### config.mk
export PLATFORM = sky130hd
export DESIGN_NAME = nx_stream_arbiter_flat
export DESIGN_NICKNAME = d
export VERILOG_FILES = /design/src/rtl/nx_stream_arbiter_pkg.sv /design/src/rtl/nx_stream_arbiter_if.sv /design/src/rtl/nx_stream_arbiter_skid.sv /design/src/rtl/nx_stream_arbiter.sv /design/src/flat_wrapper.sv
export SDC_FILE = /design/constraint.sdc
export NUM_CORES = 1
export LEC_CHECK = 0
export CAP_MARGIN = 10
export CORE_MARGIN = 1.5
export CORE_UTILIZATION = 43
export CTS_CLUSTER_DIAMETER = 30
export DETAILED_ROUTE_END_ITERATION = 8
export PLACE_DENSITY = 0.75
export REMOVE_ABC_BUFFERS = 1
export SLEW_MARGIN = 10
export SYNTH_ARGS = -nofsm -noshare
export SYNTH_HDL_FRONTEND = slang
export SYNTH_SLANG_ARGS = --single-unit
### constraint.sdc
create_clock -name clk -period 14.85 [get_ports clk]
set_input_delay 4.455 -clock clk [delete_from_list [all_inputs] [get_ports clk]]
set_output_delay 4.455 -clock clk [all_outputs]
set_load 0.05 [all_outputs]
### src/rtl/nx_stream_arbiter_pkg.sv
// Shared types and constants for nx_stream_arbiter.
package nx_stream_arb_pkg;

    localparam int ARB_BUF_DEPTH = 2;

    typedef enum logic [1:0] {
        ARB_IDLE,
        ARB_LOCK_CTRL,
        ARB_LOCK_MESH
    } arb_state_t;

    typedef enum logic {
        SRC_CTRL = 1'b0,
        SRC_MESH = 1'b1
    } arb_src_t;

endpackage

### src/rtl/nx_stream_arbiter_if.sv
// AXI4-stream bundle used for both merged inputs and the host output.
// Handshake: a beat moves on a rising clk edge where tvalid and tready are
// both high; the master holds tdata/tlast/tuser stable while tvalid & !tready.
interface nx_stream_arbiter_if #(
    parameter int W = 128
) ();
    logic [W-1:0] tdata;
    logic         tlast;
    logic         tuser;
    logic         tvalid;
    logic         tready;

    modport master (output tdata, output tlast, output tuser, output tvalid, input tready);
    modport slave  (input tdata, input tlast, input tuser, input tvalid, output tready);
endinterface

### src/rtl/nx_stream_arbiter_skid.sv
// nx_stream_skid: 2-entry FIFO of {tuser, tlast, tdata}. Output comes straight
// from storage registers, and space depends only on the registered count, so
// the downstream ready never reaches the upstream ready combinationally.
module nx_stream_skid
    import nx_stream_arb_pkg::*;
#(
    parameter int W = 128
) (
    input  logic         clk,
    input  logic         rst,
    input  logic         push,
    input  logic [W+1:0] push_data,
    output logic         space,
    output logic         out_valid,
    output logic [W+1:0] out_data,
    input  logic         out_ready
);

    logic [W+1:0] mem [ARB_BUF_DEPTH];
    logic         rd_ptr;
    logic         wr_ptr;
    logic [1:0]   count;
    logic         do_push;
    logic         do_pop;

    assign space     = (count < 2'(ARB_BUF_DEPTH));
    assign out_valid = (count != 2'd0);
    assign out_data  = out_valid ? mem[rd_ptr] : '0;
    assign do_push   = push & space;
    assign do_pop    = out_valid & out_ready;

    // Storage, pointers and occupancy; push and pop in one cycle leave count unchanged.
    always_ff @(posedge clk or posedge rst) begin
        if (rst) begin
            rd_ptr <= 1'b0;
            wr_ptr <= 1'b0;
            count  <= 2'd0;
            for (int i = 0; i < ARB_BUF_DEPTH; i++) begin
                mem[i] <= '0;
            end
        end else begin
            if (do_push) begin
                mem[wr_ptr] <= push_data;
                wr_ptr      <= ~wr_ptr;
            end
            if (do_pop) begin
                rd_ptr <= ~rd_ptr;
            end
            count <= count + 2'(do_push) - 2'(do_pop);
        end
    end

endmodule

### src/rtl/nx_stream_arbiter.sv
// nx_stream_arbiter: packet-atomic round-robin merge of the ctrl and mesh
// streams onto the host stream, tagging each beat's source on host.tuser
// (0 = ctrl, 1 = mesh). Optional packet counters: NX_STREAM_ARB_STATS_EN.
module nx_stream_arbiter
    import nx_stream_arb_pkg::*;
#(
    parameter int AXI4_DATA_WIDTH = 128
) (
    input  logic        clk,
    input  logic        rst,
    nx_stream_arbiter_if.slave  ctrl,
    nx_stream_arbiter_if.slave  mesh,
    nx_stream_arbiter_if.master host,
    output logic        status_busy,
    output arb_state_t  dbg_state
`ifdef NX_STREAM_ARB_STATS_EN
    ,
    output logic [31:0] ctrl_pkt_count,
    output logic [31:0] mesh_pkt_count
`endif
);

    localparam int W = AXI4_DATA_WIDTH;

    arb_state_t   state;
    arb_src_t     last_grant;
    logic         space;
    logic         space_ok;
    logic         ctrl_rdy;
    logic         mesh_rdy;
    logic         ctrl_fire;
    logic         mesh_fire;
    logic         push;
    logic [W+1:0] push_data;
    logic [W+1:0] host_beat;
    logic         buf_valid;

    // Nothing is accepted while reset is asserted.
    assign space_ok = space & ~rst;

    // Grant: a locked source owns the input; otherwise sole requester wins,
    // and on a tie the source that was not granted last wins.
    always_comb begin
        ctrl_rdy = 1'b0;
        mesh_rdy = 1'b0;
        case (state)
            ARB_IDLE: begin
                if (ctrl.tvalid && (!mesh.tvalid || last_grant == SRC_MESH)) begin
                    ctrl_rdy = space_ok;
                end else if (mesh.tvalid) begin
                    mesh_rdy = space_ok;
                end
            end
            ARB_LOCK_CTRL: ctrl_rdy = space_ok;
            ARB_LOCK_MESH: mesh_rdy = space_ok;
            default: ;
        endcase
    end

    assign ctrl.tready = ctrl_rdy;
    assign mesh.tready = mesh_rdy;
    assign ctrl_fire   = ctrl.tvalid & ctrl_rdy;
    assign mesh_fire   = mesh.tvalid & mesh_rdy;
    assign push        = ctrl_fire | mesh_fire;
    assign push_data   = ctrl_fire ? {1'(SRC_CTRL), ctrl.tlast, ctrl.tdata}
                                   : {1'(SRC_MESH), mesh.tlast, mesh.tdata};

    nx_stream_skid #(.W(W)) u_skid (
        .clk       (clk),
        .rst       (rst),
        .push      (push),
        .push_data (push_data),
        .space     (space),
        .out_valid (buf_valid),
        .out_data  (host_beat),
        .out_ready (host.tready)
    );

    assign host.tvalid = buf_valid;
    assign host.tuser  = host_beat[W+1];
    assign host.tlast  = host_beat[W];
    assign host.tdata  = host_beat[W-1:0];
    assign status_busy = (state != ARB_IDLE) | buf_valid;
    assign dbg_state   = state;

    // Packet lock FSM: a non-last beat locks its source until its tlast is accepted.
    always_ff @(posedge clk or posedge rst) begin
        if (rst) begin
            state      <= ARB_IDLE;
            last_grant <= SRC_MESH;
        end else begin
            case (state)
                ARB_IDLE: begin
                    if (ctrl_fire) begin
                        if (ctrl.tlast) last_grant <= SRC_CTRL;
                        else            state      <= ARB_LOCK_CTRL;
                    end else if (mesh_fire) begin
                        if (mesh.tlast) last_grant <= SRC_MESH;
                        else            state      <= ARB_LOCK_MESH;
                    end
                end
                ARB_LOCK_CTRL: begin
                    if (ctrl_fire && ctrl.tlast) begin
                        last_grant <= SRC_CTRL;
                        state      <= ARB_IDLE;
                    end
                end
                ARB_LOCK_MESH: begin
                    if (mesh_fire && mesh.tlast) begin
                        last_grant <= SRC_MESH;
                        state      <= ARB_IDLE;
                    end
                end
                default: state <= ARB_IDLE;
            endcase
        end
    end

`ifdef NX_STREAM_ARB_STATS_EN
    logic [31:0] ctrl_cnt_q;
    logic [31:0] mesh_cnt_q;

    // Completed-packet counters, bumped when a tlast beat enters the buffer; wrap freely.
    always_ff @(posedge clk or posedge rst) begin
        if (rst) begin
            ctrl_cnt_q <= 32'd0;
            mesh_cnt_q <= 32'd0;
        end else begin
            if (ctrl_fire && ctrl.tlast) ctrl_cnt_q <= ctrl_cnt_q + 32'd1;
            if (mesh_fire && mesh.tlast) mesh_cnt_q <= mesh_cnt_q + 32'd1;
        end
    end

    assign ctrl_pkt_count = ctrl_cnt_q;
    assign mesh_pkt_count = mesh_cnt_q;
`endif

endmodule

### src/flat_wrapper.sv
// flat-port wrapper written by rule: the top's interface ports become plain ports
module nx_stream_arbiter_flat import nx_stream_arb_pkg::*;
#(
    parameter int AXI4_DATA_WIDTH = 128
)
  (clk, rst, status_busy, dbg_state, ctrl_tdata, ctrl_tlast, ctrl_tuser, ctrl_tvalid, ctrl_tready, mesh_tdata, mesh_tlast, mesh_tuser, mesh_tvalid, mesh_tready, host_tdata, host_tlast, host_tuser, host_tvalid, host_tready);
  nx_stream_arbiter_if #(.W((128))) ctrl_i ();
  nx_stream_arbiter_if #(.W((128))) mesh_i ();
  nx_stream_arbiter_if #(.W((128))) host_i ();
  input  logic clk;
  input  logic rst;
  output logic status_busy;
  output arb_state_t dbg_state;
  input wire logic [$bits(ctrl_i.tdata)-1:0] ctrl_tdata;
  input wire logic [$bits(ctrl_i.tlast)-1:0] ctrl_tlast;
  input wire logic [$bits(ctrl_i.tuser)-1:0] ctrl_tuser;
  input wire logic [$bits(ctrl_i.tvalid)-1:0] ctrl_tvalid;
  output wire logic [$bits(ctrl_i.tready)-1:0] ctrl_tready;
  input wire logic [$bits(mesh_i.tdata)-1:0] mesh_tdata;
  input wire logic [$bits(mesh_i.tlast)-1:0] mesh_tlast;
  input wire logic [$bits(mesh_i.tuser)-1:0] mesh_tuser;
  input wire logic [$bits(mesh_i.tvalid)-1:0] mesh_tvalid;
  output wire logic [$bits(mesh_i.tready)-1:0] mesh_tready;
  output wire logic [$bits(host_i.tdata)-1:0] host_tdata;
  output wire logic [$bits(host_i.tlast)-1:0] host_tlast;
  output wire logic [$bits(host_i.tuser)-1:0] host_tuser;
  output wire logic [$bits(host_i.tvalid)-1:0] host_tvalid;
  input wire logic [$bits(host_i.tready)-1:0] host_tready;
  assign ctrl_i.tdata = ctrl_tdata;
  assign ctrl_i.tlast = ctrl_tlast;
  assign ctrl_i.tuser = ctrl_tuser;
  assign ctrl_i.tvalid = ctrl_tvalid;
  assign ctrl_tready = ctrl_i.tready;
  assign mesh_i.tdata = mesh_tdata;
  assign mesh_i.tlast = mesh_tlast;
  assign mesh_i.tuser = mesh_tuser;
  assign mesh_i.tvalid = mesh_tvalid;
  assign mesh_tready = mesh_i.tready;
  assign host_tdata = host_i.tdata;
  assign host_tlast = host_i.tlast;
  assign host_tuser = host_i.tuser;
  assign host_tvalid = host_i.tvalid;
  assign host_i.tready = host_tready;
  nx_stream_arbiter #(.AXI4_DATA_WIDTH(AXI4_DATA_WIDTH)) u_core (.clk(clk), .rst(rst), .ctrl(ctrl_i), .mesh(mesh_i), .host(host_i), .status_busy(status_busy), .dbg_state(dbg_state));
endmodule
Yosys cells after proc, flatten, opt, wreduce, memory -nomap -nowiden
Cells that the tools add are included.
- flip-flop bits (word level): 267
- output and inout port bits: 136
- $lt $le $gt $ge: 4
- reductions and logical operators: 12
- add/subtract/negate cells: 2
- bitwise operators: 12
- equality and inequality tests: 9
- muxes and demuxes: 27
- operators with widths (kind ; number):
    130-bit two-way mux ; 6
    260-bit bitwise mux ; 1
    130-bit demux with 1-bit select ; 1
    2-bit two-way mux ; 6
    1-bit two-way mux ; 9
    3-bit by 2-bit != test with 1-bit output, second input constant ; 2
    3-bit != test, second input constant ; 2
    2-bit one-hot mux with 3 select lines ; 1
    6-bit AND reduction ; 1
    1-bit AND ; 5
    5-bit AND reduction ; 1
    2-bit >= comparator, second input constant ; 2
    1-bit logical AND ; 4
    2-bit by 1-bit != test with 1-bit output, second input constant ; 2
    1-bit NOT with 2-bit output ; 2
    1-bit one-hot mux with 2 select lines ; 2
    2-bit nonzero test ; 2
    3-bit by 1-bit != test with 1-bit output, second input constant ; 1
    1-bit NOT ; 3
    1-bit one-hot mux with 3 select lines ; 1
    3-bit nonzero test ; 1
    2-bit by 1-bit adder with 2-bit output ; 1
    2-bit by 1-bit equality test with 1-bit output, second input constant ; 1
    2-bit equality test, second input constant ; 1
    other kinds (7) ; 8

Depth between registers and ports, before layout
Gate-level depths: netlist (run 1).
- depth in word-level cells: 10
- depth in mapped cells: 10
- depth with buffers taken out: 9

Modules after synthesis
A second synthesis (run 1) with hierarchy kept.
- cell total of the unflattened synthesis: 1048
- area total of the unflattened synthesis: 14581.5 µm²
- modules (own cells, without submodules) (module ; cells an instance ; area each (µm²) ; sequential area each (µm²) ; instances):
    nx_stream_skid ; 859 ; 12280.5 ; 6606.3 ; 1
    nx_stream_arbiter ; 189 ; 2301.0 ; 76.3 ; 1

Worst setup path before layout (run 1)
Ideal clock, no wire load.
- path type: input to output
- start: input mesh_tvalid
- end: output ctrl_tready
- setup slack: 4926 ps
- path buffers: 0
- arrival: 5469 ps
- stages: 3
- cells stage by stage: and2b_1 > o21ba_2 > nor2_1
- word-level cells in the longest chain between the ends: 5
- ends and longest elaborated chain (item ; line ; RTL):
    start: declaration ; flat_wrapper.sv:22 ; input wire logic [$bits(mesh_i.tvalid)-1:0] mesh_tvalid;
    1-bit zero test ; nx_stream_arbiter.sv:48 ; if (ctrl.tvalid && (!mesh.tvalid || last_grant == SRC_MESH)) begin
    1-bit logical OR ; nx_stream_arbiter.sv:48 ;
    1-bit logical AND ; nx_stream_arbiter.sv:48 ;
    1-bit two-way mux ; nx_stream_arbiter.sv:48 ;
    1-bit one-hot mux with 2 select lines ; nx_stream_arbiter.sv:46 ; case (state)
    end: declaration ; flat_wrapper.sv:18 ; output wire logic [$bits(ctrl_i.tready)-1:0] ctrl_tready;
Every way passes these cells.

Worst setup path after layout (run 1)
- start: input ctrl_tvalid
- end: output ctrl_tready
- word-level cells in the longest chain between the ends: 3
- ends and longest elaborated chain (item ; line ; RTL):
    start: declaration ; flat_wrapper.sv:17 ; input wire logic [$bits(ctrl_i.tvalid)-1:0] ctrl_tvalid;
    1-bit logical AND ; nx_stream_arbiter.sv:48 ;
    1-bit two-way mux ; nx_stream_arbiter.sv:48 ;
    1-bit one-hot mux with 2 select lines ; nx_stream_arbiter.sv:46 ;
Every way passes these cells.

==> results of run 1 <==
layout make-up:
cell class | count | area [um2] | area share [%]
Sequential cell | 267 | 6686 | 35.11
Multi-Input combinational cell | 962 | 5739 | 30.14
Timing Repair Buffer | 410 | 4086 | 21.46
Clock buffer | 65 | 1485 | 7.798
Clock inverter | 35 | 529.3 | 2.779
Tap cell | 390 | 488.0 | 2.562
Inverter | 6 | 30.03 | 0.1577
synthesized netlist by cell type, types with 2 or more instances:
master    instances
o21ai_0           5
and2_1            2
dfrtp_1         266
buf_1             5
buf_4            18
a21oi_1         260
buf_2            61
ha_1              6
inv_1             6
clkbuf_1         16
nand2_1          11
xnor2_1           3
o211ai_1          2
nor2_1          395
mux2i_1         258
nor2_4            2
nand3_1           5
kinds of logic (layout without fill, tap and decap cells):
| family | count (synthesis) | in the layout | synth area share [%] |
|---|---|---|---|
| multiplexers | 259 | 259 | 20.01 |
| AND/OR/NAND/NOR | 420 | 420 | 12.54 |
| buffers and inverters | 107 | 516 | 4.267 |
| flip-flops | 267 | 267 | 51.56 |
| AO/OA/AOI/OAI | 273 | 273 | 10.76 |
| adder cells (fa/ha/maj) | 6 | 6 | 0.5792 |
| XOR/XNOR | 4 | 4 | 0.2704 |
flip-flops by register name, summed over array words and instances (netlist names):
name                  count
u_core.u_skid.rd_ptr      1
u_core.u_skid.wr_ptr      1
u_core.last_grant         1
u_core.u_skid.count       2
u_core.u_skid.mem       260
u_core.dbg_state          2
power breakdown:
| part | total (W) | internal, W | switching [W] | leakage (nW) |
|---|---|---|---|---|
| logic | 0.00311 | 0.00107 | 0.00203 | 4.92 |
| clock network | 0.00131 | 0.000919 | 0.000392 | 0.977 |
| registers | 0.00132 | 0.00110 | 0.000217 | 2.97 |
| total | 0.00573 | 0.00309 | 0.00264 | 8.86 |
per-layer routing:
layer,GRT usage [%],vias up
met1,25.68,5191
met5,0,-
met3,6.438,64
met4,7.768,0
met2,38.33,397
li1,-,5282
worst min path at each step:
| stage | from | endpoint | slack (ns) | cells past startpoint |
|---|---|---|---|---|
| 2_1_floorplan | u_core.u_skid.count[0] | u_core.u_skid.count[0] | 0.48 | 1 |
| 3_3_place_gp | u_core.u_skid.mem[178] | u_core.u_skid.mem[178] | 0.50 | 2 |
| 3_5_place_dp | u_core.u_skid.mem[169] | u_core.u_skid.mem[169] | 0.52 | 2 |
| 4_1_cts | u_core.u_skid.mem[226] | u_core.u_skid.mem[226] | 0.52 | 2 |
| 5_1_grt | u_core.u_skid.mem[226] | u_core.u_skid.mem[226] | 0.53 | 2 |
| 6_report | u_core.u_skid.mem[257] | u_core.u_skid.mem[257] | 0.52 | 2 |
critical path, stage by stage:
cell and delay (ns):
clkdlybuf4s50_1 0.57, nand2_1 0.12, o21ba_2 0.25, nor2_1 0.10, clkdlybuf4s50_1 0.81
through the flow:
stage	std cells	util [%]	setup WS, ns	cell area, um2	power, W
floorplan	1235	-	3.043	12430	0.003528
global placement	2035	57.46	4.111	17030	0.004372
detailed placement	2035	57.46	4.110	17030	0.004424
CTS	2135	64.26	4.107	19040	0.005780
global route	2135	64.26	4.037	19040	0.006044
finish	2135	64.26	4.097	19040	0.005732
==> flow_summary.toml, run 1 <==
[critical_path]
cp-endpoint = "ctrl_tready"
crit_required_ns = 10.39
ff2ff_path_depth = 9
cp.arrival_ns = 6.30
timing.rr.start = "u_core.dbg_state[0]"
r2r_slack_ns = 11.44
crit_fanout = 6
crit_path_end_kind = "output port"
crit_start = "ctrl_tvalid"
start_kind = "input pin"
r2r-end = "u_core.u_skid.mem[207]"
timing_worst_setup_path_type = "input pin to output port"

[sta]
tns_ns = 0
worst_hold_slack_ns = 0.5190
drv_slew = 0
worst_slew_pin_slew_ns = 1.145
max-slew-margin-rel_pct = 23.68
hold_viol = 0
fmax_mhz = 93.00
period_needed_ns = 10.75
finalClockSkew_ns = 0.01941
finalSetupViolCount = 0
grt_setup_unrepaired = "no"
fin_crit_sh_pct = 72.41

[cts]
hold_buffers = 0
cts_resized = 0
insertion_delay_ns = 0.56
h-tree-depth = 2
post_cts_buffers = 0
ctsLongestPathBuffers = 3
clk_pin_slew_ns = 0.05
cts_root_buf = "clkbuf_16"
cts_buffers = 55
numClockSinks = 267
cts_tree = "yes"

[route]
ant_nets = 0
vias = 10930
wl_met3_um = 3023
wl_met1_um = 13240
wl_um = 34620
top_layer_used = "met4"
vias_per_cell = 5.121
drt_iter0_markers = 572
drt-wirelength-per-cell_um = 16.21
drc = 0
dr_wl_met2_um = 17410
dr.pass1.iters = 7

[final_layout]
fillers = 2417
drive_above_1_share_pct = 6.762
layout_common_cells = "clkdlybuf4s50_1 (398), nor2_1 (394), dfrtp_1 (265)"
area_growth_pct = 46.95
num_antenna_cells = 0
mostFrequentLayoutCell = "clkdlybuf4s50_1"
fin_nets = 1973

[grt]
grt_start_max_net_pins = 247
grt.total_usage_pct = 21.99
grt_pass1_vias = 10970
antenna_found_initial = 0
grt_overflow_total = 0
grt_pass1_wl_um = 54700

[power]
leakagePower_nw = 8.864
power_density_nw_per_um2 = 301.0
ir_drop_mv = 0.1438

[yosys]
synth_edf_count = 0
synth_cell_type_count = 32
syn_inst = 1336
syn_area_um2 = 12960
synth_area_leaders = "dfrtp_1 (51%), mux2i_1 (20%), nor2_1 (11%)"
yosysSeqAreaShare_pct = 51.56
async_reset_ff_share_pct = 100.0
yosys_warnings = 0
syn_area_per_cell_um2 = 9.701
synth_ff_type = "dfrtp_1"
synth-seq-cells = 267
yosysTopAreaCell = "dfrtp_1"
synth_top_area_share_pct = 51.36

[floorplan]
die_h_um = 176.6
dieArea_um2 = 31190
core_area_um2 = 29640
fp.dieW_um = 176.6
rows = 63
start_util_pct = 43.73
ios = 401

[placement]
hpwl_um = 22460
globalplace.congestion = 0.7851
io_buffers = 398

[run_status]
status = "complete, no violations"

[hold_path]
hp-class = "flip-flop to flip-flop"

[flow_run]
maxCapViolCount = 0
Note: power is estimated with default switching activity, not from simulation.
==> inputs of run 2 (changes only) <==
--- a/config.mk
+++ b/config.mk
@@ -10,7 +10,7 @@
 export CORE_UTILIZATION = 43
 export CTS_CLUSTER_DIAMETER = 30
 export DETAILED_ROUTE_END_ITERATION = 8
-export PLACE_DENSITY = 0.75
+export PLACE_DENSITY = 0.78
 export REMOVE_ABC_BUFFERS = 1
 export SLEW_MARGIN = 10
 export SYNTH_ARGS = -nofsm -noshare
==> constraint.sdc (replaced) <==
create_clock -name clk -period 9.2 [get_ports clk]
set_input_delay 2.76 -clock clk [delete_from_list [all_inputs] [get_ports clk]]
set_output_delay 2.76 -clock clk [all_outputs]
set_load 0.05 [all_outputs]
==> run 2 against run 1 <==
Against the previous run: clock power up 45%; sequential share of layout area up 0.30 points; critical endpoint unchanged; register-to-register slack worse by 5.4 ns; cell count unchanged; combinational power up 61%; final area down 0.86%; critical path type unchanged.
==> flow_summary.toml, run 2 (synthesized netlist as in run 1, its figures left out) <==
[placement]
dp.cells = 2038
placed_area_um2 = 17050
io_buffers = 398
globalplace.congestion = 0.8058
hpwl_um = 22720

[sta]
finalClockSkew_ns = 0.01627
max-slew-margin-rel_pct = 31.29
worst_slew_pin_slew_ns = 1.031
drv_slew = 0
finalSetupViolCount = 0
fin_crit_sh_pct = 80.24
hold_viol = 0
period_needed_ns = 7.383
grt_setup_unrepaired = "no"
fmax_mhz = 135.5

[final_layout]
layout_common_cells = "clkdlybuf4s50_1 (398), nor2_1 (394), dfrtp_1 (265)"
largest_reg_flops = 260
stdcell_count = 2135
num_antenna_cells = 0
final_cell_area_um2 = 18880
multiInputGateArea_um2 = 5739
fin_nets = 1975
largest-register = "u_core.u_skid.mem"
area_growth_pct = 45.68
drive_above_1_share_pct = 6.590
ff_latch_area_um2 = 6686
fillers = 2371
mostFrequentLayoutCell = "clkdlybuf4s50_1"

[cts]
insertion_delay_ns = 0.54
clk_pin_slew_ns = 0.04
cts_root_buf = "clkbuf_16"
cts_resized = 0
numClockSinks = 267
cts_buffers = 54
post_cts_buffers = 0
h-tree-depth = 2
hold_buffers = 0
ctsLongestPathBuffers = 3
cts_tree = "yes"

[floorplan]
core_area_um2 = 29640
start_util_pct = 43.73
die_h_um = 176.6
fp.dieW_um = 176.6
ios = 401
rows = 63
dieArea_um2 = 31190

[route]
dr.pass1.iters = 7
ant_nets = 0
vias = 10980
vias_per_cell = 5.144
drt-wirelength-per-cell_um = 16.08
drc = 0
wl_um = 34330
drt_iter0_markers = 616

[critical_path]
cp.arrival_ns = 4.62
start_kind = "input pin"
crit_path_frequent_cell = "clkdlybuf4s50_1"
timing_worst_setup_path_type = "input pin to output port"
crit_fanout = 5
max_stage_delay_ns = 0.81
crit_path_top_delay_cell = "clkdlybuf4s50_1"
path_delay_family = "buffers and inverters"
crit_required_ns = 6.44
crit_chain = "clkdlybuf4s50_1 -> and2b_1 -> o21ba_2 -> nor2_1 -> clkdlybuf4s50_1"
r2r_slack_ns = 6.08
crit_path_end_kind = "output port"
critPathBufInv = 2

[power]
leakagePower_nw = 8.798
power_density_nw_per_um2 = 478.5
ir_drop_mv = 0.3210

[hold_path]
hp-class = "flip-flop to flip-flop"

[grt]
grt.total_usage_pct = 21.65
grt_start_max_net_pins = 142
antenna_found_initial = 0
grt_pass1_vias = 11120
grt_pass1_wl_um = 54630
grt_overflow_total = 0

[flow_run]
maxCapViolCount = 0

[run_status]
status = "complete, no violations"
-- run 2: cell count changes in the layout (fill, tap and decap cells not counted) --
| cell | previous run | this run |
|---|---|---|
| clkbuf_1 | 4 | 7 |
| bufinv_16 | 12 | 4 |
| clkbuf_16 | 56 | 57 |
| buf_4 | 11 | 14 |
| inv_6 | 3 | 0 |
| clkbuf_8 | 5 | 9 |
| clkinv_2 | 9 | 10 |
| clkinv_8 | 1 | 0 |
-- run 2: final cells by class --
cell class,count,area share (%)
multi-input cells,962,30.40
inverters,6,0.1590
clock inverters,24,1.332
clock buffers,73,8.350
well taps,390,2.584
repair buffers,413,21.76
flip-flops and latches,267,35.41
-- run 2: worst paths after layout --
| check | startpoint | endpoint | cells past startpoint |
|---|---|---|---|
| min in group asynchronous | rst | u_core.u_skid.mem[40] | 2 |
| max reg2reg | u_core.dbg_state[0] | u_core.u_skid.mem[91] | 8 |
| max in group asynchronous | rst | u_core.u_skid.rd_ptr | 3 |
| max | mesh_tvalid | ctrl_tready | 5 |
| min reg2reg | u_core.u_skid.mem[209] | u_core.u_skid.mem[209] | 2 |
| min | u_core.u_skid.mem[209] | u_core.u_skid.mem[209] | 2 |
-- run 2: metal layers --
metal | part of all wire [%] | up-vias | global-route usage, %
met5 | 0 | - | 0
met4 | 3.4 | 0 | 7.980
met3 | 8.0 | 74 | 5.642
met2 | 50 | 377 | 38.68
met1 | 38 | 5250 | 24.81
li1 | - | 5281 | -
-- run 2: power by group --
part	total (W)	internal [W]	switching, W
clock network	0.00190	0.00130	0.000599
registers	0.00211	0.00177	0.000341
logic	0.00502	0.00173	0.00329
total	0.00903	0.00481	0.00423
-- run 2: through the flow --
step           TNS, ns  hold WS, ns  power, W  setup WS, ns  utilization, %
5_1_grt              0       0.5351  0.009518         1.753           63.70
3_3_place_gp         0       0.5050  0.007031         1.853           57.54
3_5_place_dp         0       0.5156  0.007144         1.847           57.54
4_1_cts              0       0.5251  0.009102         1.841           63.70
6_report             0       0.5182  0.009033         1.817           63.70
2_1_floorplan  -242.58       0.4791  0.005695       -0.9120               -
-- run 2: worst min-delay path: cells and delay by family (launching register included) --
family / cells / cell delay [ns]
DFF: 1 / 0.33
AOI/OAI and AO/OA: 1 / 0.10
and+or+nand+nor: 1 / 0.05
